===== src/rtl/regfile_wb_arbiter_if.sv =====
// regfile_wb_arbiter_if: request, issue, hazard-query and register-file write port bundle
interface regfile_wb_arbiter_if #(
    parameter int DATA_W = 32,
    parameter int ADDR_W = 5
);
    logic              alu_valid;
    logic [ADDR_W-1:0] alu_rd;
    logic [DATA_W-1:0] alu_data;
    logic              alu_ready;
    logic              lsu_valid;
    logic [ADDR_W-1:0] lsu_rd;
    logic [DATA_W-1:0] lsu_data;
    logic              lsu_ready;
    logic              iss_valid;
    logic [ADDR_W-1:0] iss_rd;
    logic              iss_ready;
    logic [ADDR_W-1:0] qry_ra;
    logic [ADDR_W-1:0] qry_rb;
    logic              haz_a;
    logic              haz_b;
    logic [ADDR_W-1:0] Rw;
    logic [DATA_W-1:0] busW;
    logic              RegWr;
    logic              wb_orphan;

    modport master (
        output alu_valid, alu_rd, alu_data, lsu_valid, lsu_rd, lsu_data,
        output iss_valid, iss_rd, qry_ra, qry_rb,
        input  alu_ready, lsu_ready, iss_ready, haz_a, haz_b,
        input  Rw, busW, RegWr, wb_orphan
    );

    modport slave (
        input  alu_valid, alu_rd, alu_data, lsu_valid, lsu_rd, lsu_data,
        input  iss_valid, iss_rd, qry_ra, qry_rb,
        output alu_ready, lsu_ready, iss_ready, haz_a, haz_b,
        output Rw, busW, RegWr, wb_orphan
    );
endinterface


===== src/rtl/regfile_wb_arbiter.sv =====
// regfile_wb_arbiter: shares the register-file write port between ALU and LSU and tracks busy destinations; define WB_RR_EN for round-robin arbitration, otherwise LSU has fixed priority
module regfile_wb_arbiter #(
    parameter int DATA_W = 32,
    parameter int ADDR_W = 5
) (
    input logic                WrClk,
    input logic                Rst_n,
    regfile_wb_arbiter_if.slave bus
);
    localparam int NREG = 2 ** ADDR_W;

    logic              grant_alu, grant_lsu, grant, wr_nz, iss_ok;
    logic [ADDR_W-1:0] g_rd;
    logic [DATA_W-1:0] g_data;
    logic [NREG-1:0]   busy_q, busy_d;
    logic [ADDR_W-1:0] rw_q, rw_d;
    logic [DATA_W-1:0] busw_q, busw_d;
    logic              regwr_q, regwr_d;
    logic              orphan_q, orphan_d;

`ifdef WB_RR_EN
    logic last_lsu_q, last_lsu_d;
    assign grant_alu  = Rst_n && bus.alu_valid && (!bus.lsu_valid || last_lsu_q);
    assign grant_lsu  = Rst_n && bus.lsu_valid && (!bus.alu_valid || !last_lsu_q);
    assign last_lsu_d = grant ? grant_lsu : last_lsu_q;
`else
    assign grant_lsu = Rst_n && bus.lsu_valid;
    assign grant_alu = Rst_n && bus.alu_valid && !bus.lsu_valid;
`endif

    assign grant    = grant_alu || grant_lsu;
    assign g_rd     = grant_lsu ? bus.lsu_rd : bus.alu_rd;
    assign g_data   = grant_lsu ? bus.lsu_data : bus.alu_data;
    assign wr_nz    = grant && (g_rd != '0);
    assign iss_ok   = Rst_n && ((bus.iss_rd == '0) || !busy_q[bus.iss_rd]);
    assign rw_d     = grant ? g_rd : rw_q;
    assign busw_d   = grant ? g_data : busw_q;
    assign regwr_d  = wr_nz;
    assign orphan_d = orphan_q || (wr_nz && !busy_q[g_rd]);

    assign bus.alu_ready = grant_alu;
    assign bus.lsu_ready = grant_lsu;
    assign bus.iss_ready = iss_ok;
    assign bus.haz_a     = (bus.qry_ra != '0) && busy_q[bus.qry_ra];
    assign bus.haz_b     = (bus.qry_rb != '0) && busy_q[bus.qry_rb];
    assign bus.Rw        = rw_q;
    assign bus.busW      = busw_q;
    assign bus.RegWr     = regwr_q;
    assign bus.wb_orphan = orphan_q;

    // scoreboard next state: clear on write-back, then allocation overrides so set wins
    always_comb begin
        busy_d = busy_q;
        if (wr_nz) busy_d[g_rd] = 1'b0;
        if (bus.iss_valid && iss_ok && bus.iss_rd != '0) busy_d[bus.iss_rd] = 1'b1;
        busy_d[0] = 1'b0;
    end

    // state registers with synchronous active-low reset
    always_ff @(posedge WrClk) begin
        if (!Rst_n) begin
            busy_q     <= '0;
            rw_q       <= '0;
            busw_q     <= '0;
            regwr_q    <= 1'b0;
            orphan_q   <= 1'b0;
`ifdef WB_RR_EN
            last_lsu_q <= 1'b1;
`endif
        end else begin
            busy_q     <= busy_d;
            rw_q       <= rw_d;
            busw_q     <= busw_d;
            regwr_q    <= regwr_d;
            orphan_q   <= orphan_d;
`ifdef WB_RR_EN
            last_lsu_q <= last_lsu_d;
`endif
        end
    end
endmodule


===== src/flat_wrapper.sv =====
// flat-port wrapper written by rule: the top's interface ports become plain ports
module regfile_wb_arbiter_flat 
#(
    parameter int DATA_W = 32,
    parameter int ADDR_W = 5
)
  (WrClk, Rst_n, bus_alu_valid, bus_alu_rd, bus_alu_data, bus_lsu_valid, bus_lsu_rd, bus_lsu_data, bus_iss_valid, bus_iss_rd, bus_qry_ra, bus_qry_rb, bus_alu_ready, bus_lsu_ready, bus_iss_ready, bus_haz_a, bus_haz_b, bus_Rw, bus_busW, bus_RegWr, bus_wb_orphan);
  regfile_wb_arbiter_if #(.DATA_W(DATA_W), .ADDR_W(ADDR_W)) bus_i ();
  input logic WrClk;
  input logic Rst_n;
  input wire logic [$bits(bus_i.alu_valid)-1:0] bus_alu_valid;
  input wire logic [$bits(bus_i.alu_rd)-1:0] bus_alu_rd;
  input wire logic [$bits(bus_i.alu_data)-1:0] bus_alu_data;
  input wire logic [$bits(bus_i.lsu_valid)-1:0] bus_lsu_valid;
  input wire logic [$bits(bus_i.lsu_rd)-1:0] bus_lsu_rd;
  input wire logic [$bits(bus_i.lsu_data)-1:0] bus_lsu_data;
  input wire logic [$bits(bus_i.iss_valid)-1:0] bus_iss_valid;
  input wire logic [$bits(bus_i.iss_rd)-1:0] bus_iss_rd;
  input wire logic [$bits(bus_i.qry_ra)-1:0] bus_qry_ra;
  input wire logic [$bits(bus_i.qry_rb)-1:0] bus_qry_rb;
  output wire logic [$bits(bus_i.alu_ready)-1:0] bus_alu_ready;
  output wire logic [$bits(bus_i.lsu_ready)-1:0] bus_lsu_ready;
  output wire logic [$bits(bus_i.iss_ready)-1:0] bus_iss_ready;
  output wire logic [$bits(bus_i.haz_a)-1:0] bus_haz_a;
  output wire logic [$bits(bus_i.haz_b)-1:0] bus_haz_b;
  output wire logic [$bits(bus_i.Rw)-1:0] bus_Rw;
  output wire logic [$bits(bus_i.busW)-1:0] bus_busW;
  output wire logic [$bits(bus_i.RegWr)-1:0] bus_RegWr;
  output wire logic [$bits(bus_i.wb_orphan)-1:0] bus_wb_orphan;
  assign bus_i.alu_valid = bus_alu_valid;
  assign bus_i.alu_rd = bus_alu_rd;
  assign bus_i.alu_data = bus_alu_data;
  assign bus_i.lsu_valid = bus_lsu_valid;
  assign bus_i.lsu_rd = bus_lsu_rd;
  assign bus_i.lsu_data = bus_lsu_data;
  assign bus_i.iss_valid = bus_iss_valid;
  assign bus_i.iss_rd = bus_iss_rd;
  assign bus_i.qry_ra = bus_qry_ra;
  assign bus_i.qry_rb = bus_qry_rb;
  assign bus_alu_ready = bus_i.alu_ready;
  assign bus_lsu_ready = bus_i.lsu_ready;
  assign bus_iss_ready = bus_i.iss_ready;
  assign bus_haz_a = bus_i.haz_a;
  assign bus_haz_b = bus_i.haz_b;
  assign bus_Rw = bus_i.Rw;
  assign bus_busW = bus_i.busW;
  assign bus_RegWr = bus_i.RegWr;
  assign bus_wb_orphan = bus_i.wb_orphan;
  regfile_wb_arbiter #(.DATA_W(DATA_W), .ADDR_W(ADDR_W)) u_core (.WrClk(WrClk), .Rst_n(Rst_n), .bus(bus_i));
endmodule

===== config.mk =====
export PLATFORM = sky130hd
export DESIGN_NAME = regfile_wb_arbiter_flat
export DESIGN_NICKNAME = d
export VERILOG_FILES = /design/src/rtl/regfile_wb_arbiter_if.sv /design/src/rtl/regfile_wb_arbiter.sv /design/src/flat_wrapper.sv
export SDC_FILE = /design/constraint.sdc
export NUM_CORES = 1
export LEC_CHECK = 0
export ABC_CLOCK_PERIOD_IN_PS = 6400
export BUFFER_PORTS_ARGS = -buffer_cell sky130_fd_sc_hd__buf_2
export CORE_MARGIN = 2
export CORE_UTILIZATION = 40
export DETAILED_ROUTE_END_ITERATION = 10
export GPL_TIMING_DRIVEN = 1
export MAX_ROUTING_LAYER = met4
export SYNTH_ARGS = -nofsm -noshare
export SYNTH_HDL_FRONTEND = slang
export SYNTH_SLANG_ARGS = --single-unit

===== constraint.sdc =====
create_clock -name WrClk -period 6.4 [get_ports WrClk]
set_input_delay 1.28 -clock WrClk [delete_from_list [all_inputs] [get_ports WrClk]]
set_output_delay 1.28 -clock WrClk [all_outputs]
set_load 0.02 [all_outputs]

==> impl_results.md <==
* Status: finished, final reports clean
* Sequential area share after synthesis at 0.3167
* Yosys synthesis warning count at 0
* # placed instances at 739
* Post-detailed-route count of antenna-violating nets at 0
* Synth area leader: dfxtp_1
* Area occupied by registers at 1401 um^2
* CTS Buffer Depth at 2
* Final Setup Violations at 0
* Synth Cell Area at 4424 um^2
* DR WL/cell at 19.12 um
* Worst slew margin at 0.2145
* Post-cts resize count at 0
* Num CTS Buffers at 9
* Post-synth EDFFs at 0
* # nets final at 704
* Clock Skews at 0.009473 ns
* Placement row count at 38
* Max-slew violations at 0
* Synth Area per Inst at 8.956 um^2
* Area of the multi-input gates at 2861 um^2
* Sinks on Clock Net at 70
* Seq pwr share at 0.453
* CTS tree: built
* ANT cells at 0
* Drt total wl at 14.42 mm
* # Max-Cap Violations at 0
* Synth top area cells: dfxtp_1, mux4_2, mux2i_1, o21ai_0, nand2_1
* CTS root buf: clkbuf_8
* Largest net degree at the start of global routing at 53
* Setup TNS Final at 0 ns
* CP endpoint kind: output port
* P_sw at 0.3114 mW
* Core area at 10,790 um^2
* Pre-antenna DRT Iters at 5
* FMAX at 225.8 MHz
* I/O pin cnt at 138
* Post-DP HPWL at 10.32 mm
* Static Leak at 2.294 nW
* Gr ovfl total at 0
* Full die area at 11,920 um^2
* Hold Buf Count CTS at 0
* HP Class: reg2reg
* PwrDens at 191.6 nW/um^2
* CP Max Fanout at 15
* Vias per inst at 5.792
* Tmin final at 4.429 ns
* Ratio of cells with drive above 1 in the final layout at 0.3290
* Worst setup SP type: primary input
* Post-route insts no fill at 754
* Sw Ratio at 0.3028
* Int Pwr at 0.7170 mW
* Top FF cell, synth: dfxtp_1
* WP data required at 5.12 ns
* RSZ-0062 raised after global routing: false
* VDD IR max at 0.0001209 V
* Vias in the first global route at 4,202
* R2r setup slk at 3.31 ns
* Yosys reg bits at 70
* Clk slew on worst S/H paths at 0.08 ns
* Antenna violations before repair at 0
* Post-synthesis net count at 588
* Hold Vio Cnt, Final at 0
* H-tree Lvls at 3
* Distinct cells, synth at 51
* Final period util at 0.6920
* First-pass GRT wire length at 22.34 mm
* Setup bufs post-CTS at 0
* Clock power share at 0.345
* Worst path arrival time at 3.15 ns
* DRC at 0
* Vias at 4,367
* Clock Latency Late Sink at 0.36 ns
* Critical path class: in2out
* Die Ht at 109.2 um
* Worst slew pin tran at 1.176 ns
* Layout area overhead at 21.35%
* Initial detailed-routing violation count at 317
* Overall routing resource usage at 0.2547
* Yosys top cell area share at 0.3167
* Fraction of registers with async set/reset at 0
* RePlAce Congestion at 0.9325
* Logic gate share of total power at 0.202
* Mapped Cells at 494
* I/O Buffers at 137
* Initial core utilization at 0.4099
* Number of fill cells in the layout at 1,053
* Die Width at 109.2 um
-- routing by layer --
layer | global-route usage | routed length [um] | share of wire | vias up
li1 | - | - | - | 2056
met1 | 0.3295 | 6146 | 0.43 | 2024
met2 | 0.3824 | 6464 | 0.45 | 250
met3 | 0.05918 | 1343 | 0.093 | 37
met4 | 0.1076 | 464 | 0.032 | 0
met5 | - | 0 | 0 | -
-- worst paths after layout --
check | start | end | depth (start not counted)
setup / recovery | bus_iss_rd[1] | bus_iss_ready | 6
hold / removal | u_core.bus.wb_orphan$_SDFF_PN0_ | u_core.bus.wb_orphan$_SDFF_PN0_ | 2
setup reg to reg | u_core.busy_q[24]$_SDFF_PN0_ | u_core.busy_q[1]$_SDFF_PN0_ | 6
hold reg to reg | u_core.bus.wb_orphan$_SDFF_PN0_ | u_core.bus.wb_orphan$_SDFF_PN0_ | 2
-- layout by cell type, fill, tap and decap left out, types with 14 or more instances in the layout --
cell type,synthesis,routed
and2_1,39,39
mux4_2,26,26
dfxtp_1,70,70
buf_2,3,137
a32o_1,14,14
o21ai_0,53,53
nor2_1,24,24
mux2i_1,40,40
nand2_1,67,67
-- power by group through the flow --
stage / Clock (mW) / Combinational [mW] / Sequential, mW
5_1_grt: 0.379 / 0.227 / 0.468
2_1_floorplan: 0 / 0.109 / 0.494
4_1_cts: 0.359 / 0.208 / 0.465
6_report: 0.355 / 0.208 / 0.466
3_3_place_gp: 0 / 0.203 / 0.474
3_5_place_dp: 0 / 0.207 / 0.475
-- state kept, by name, indices dropped and copies added (netlist names) --
name and cells:
u_core.bus.Rw 5, u_core.bus.wb_orphan 1, u_core.bus.RegWr 1, u_core.busy_q 31
u_core.bus.busW 32
-- per-stage QoR --
step	setup WS [ns]	power (mW)	util	hold slack, ns	area (um^2)
after floorplan	2.091	0.6023	-	0.4832	4424
after global placement	2.019	0.6773	0.4799	0.4477	5180
after detailed placement	1.984	0.6820	0.4799	0.4500	5180
after CTS	1.981	1.032	0.4975	0.4698	5369
after global routing	1.818	1.073	0.4975	0.4955	5369
final	1.971	1.028	0.4975	0.4629	5369
-- critical path, cell delays in order --
cell	delay (ns)
buf_2	0.26
mux2_2	0.37
mux4_2	0.48
a222oi_1	0.36
and2_1	0.22
buf_2	0.18
-- cells in the mapped netlist, types with 2 or more instances --
library cell and count:
o211ai_1 6, nand2b_1 5, a21oi_1 7, o21a_1 2, mux4_2 26, nor3_1 6, nand3b_1 3, buf_2 3
a31oi_1 4, or2_2 3, dfxtp_1 70, o22ai_1 4, inv_1 5, a211oi_1 2, nor4_1 3, a32o_1 14
a221oi_1 2, nor2_1 24, a21o_1 2, a31o_2 2, nor3b_1 3, nand2_1 67, nor2b_1 13, o311a_1 3
o311ai_0 3, a22o_1 3, and3_1 4, mux2_2 13, nand3_1 9, clkbuf_1 33, and2_1 39, o21ai_0 53
mux2i_1 40
-- logic make-up after synthesis --
kind of cell / Yosys count / share of synthesized area
mux: 79 / 0.2559
buf+inv: 42 / 0.03648
simple gates: 186 / 0.2118
compound gates: 117 / 0.1790
flops: 70 / 0.3167
-- layout make-up --
cell class | instances | area share
inverter | 5 | 0.003496
sequential | 70 | 0.2610
tap | 140 | 0.03263
multi-input combinational | 382 | 0.5330
clock buffer | 10 | 0.02377
timing repair buffer | 142 | 0.1347
clock inverter | 5 | 0.01142
(Power assumes the default switching activity.)
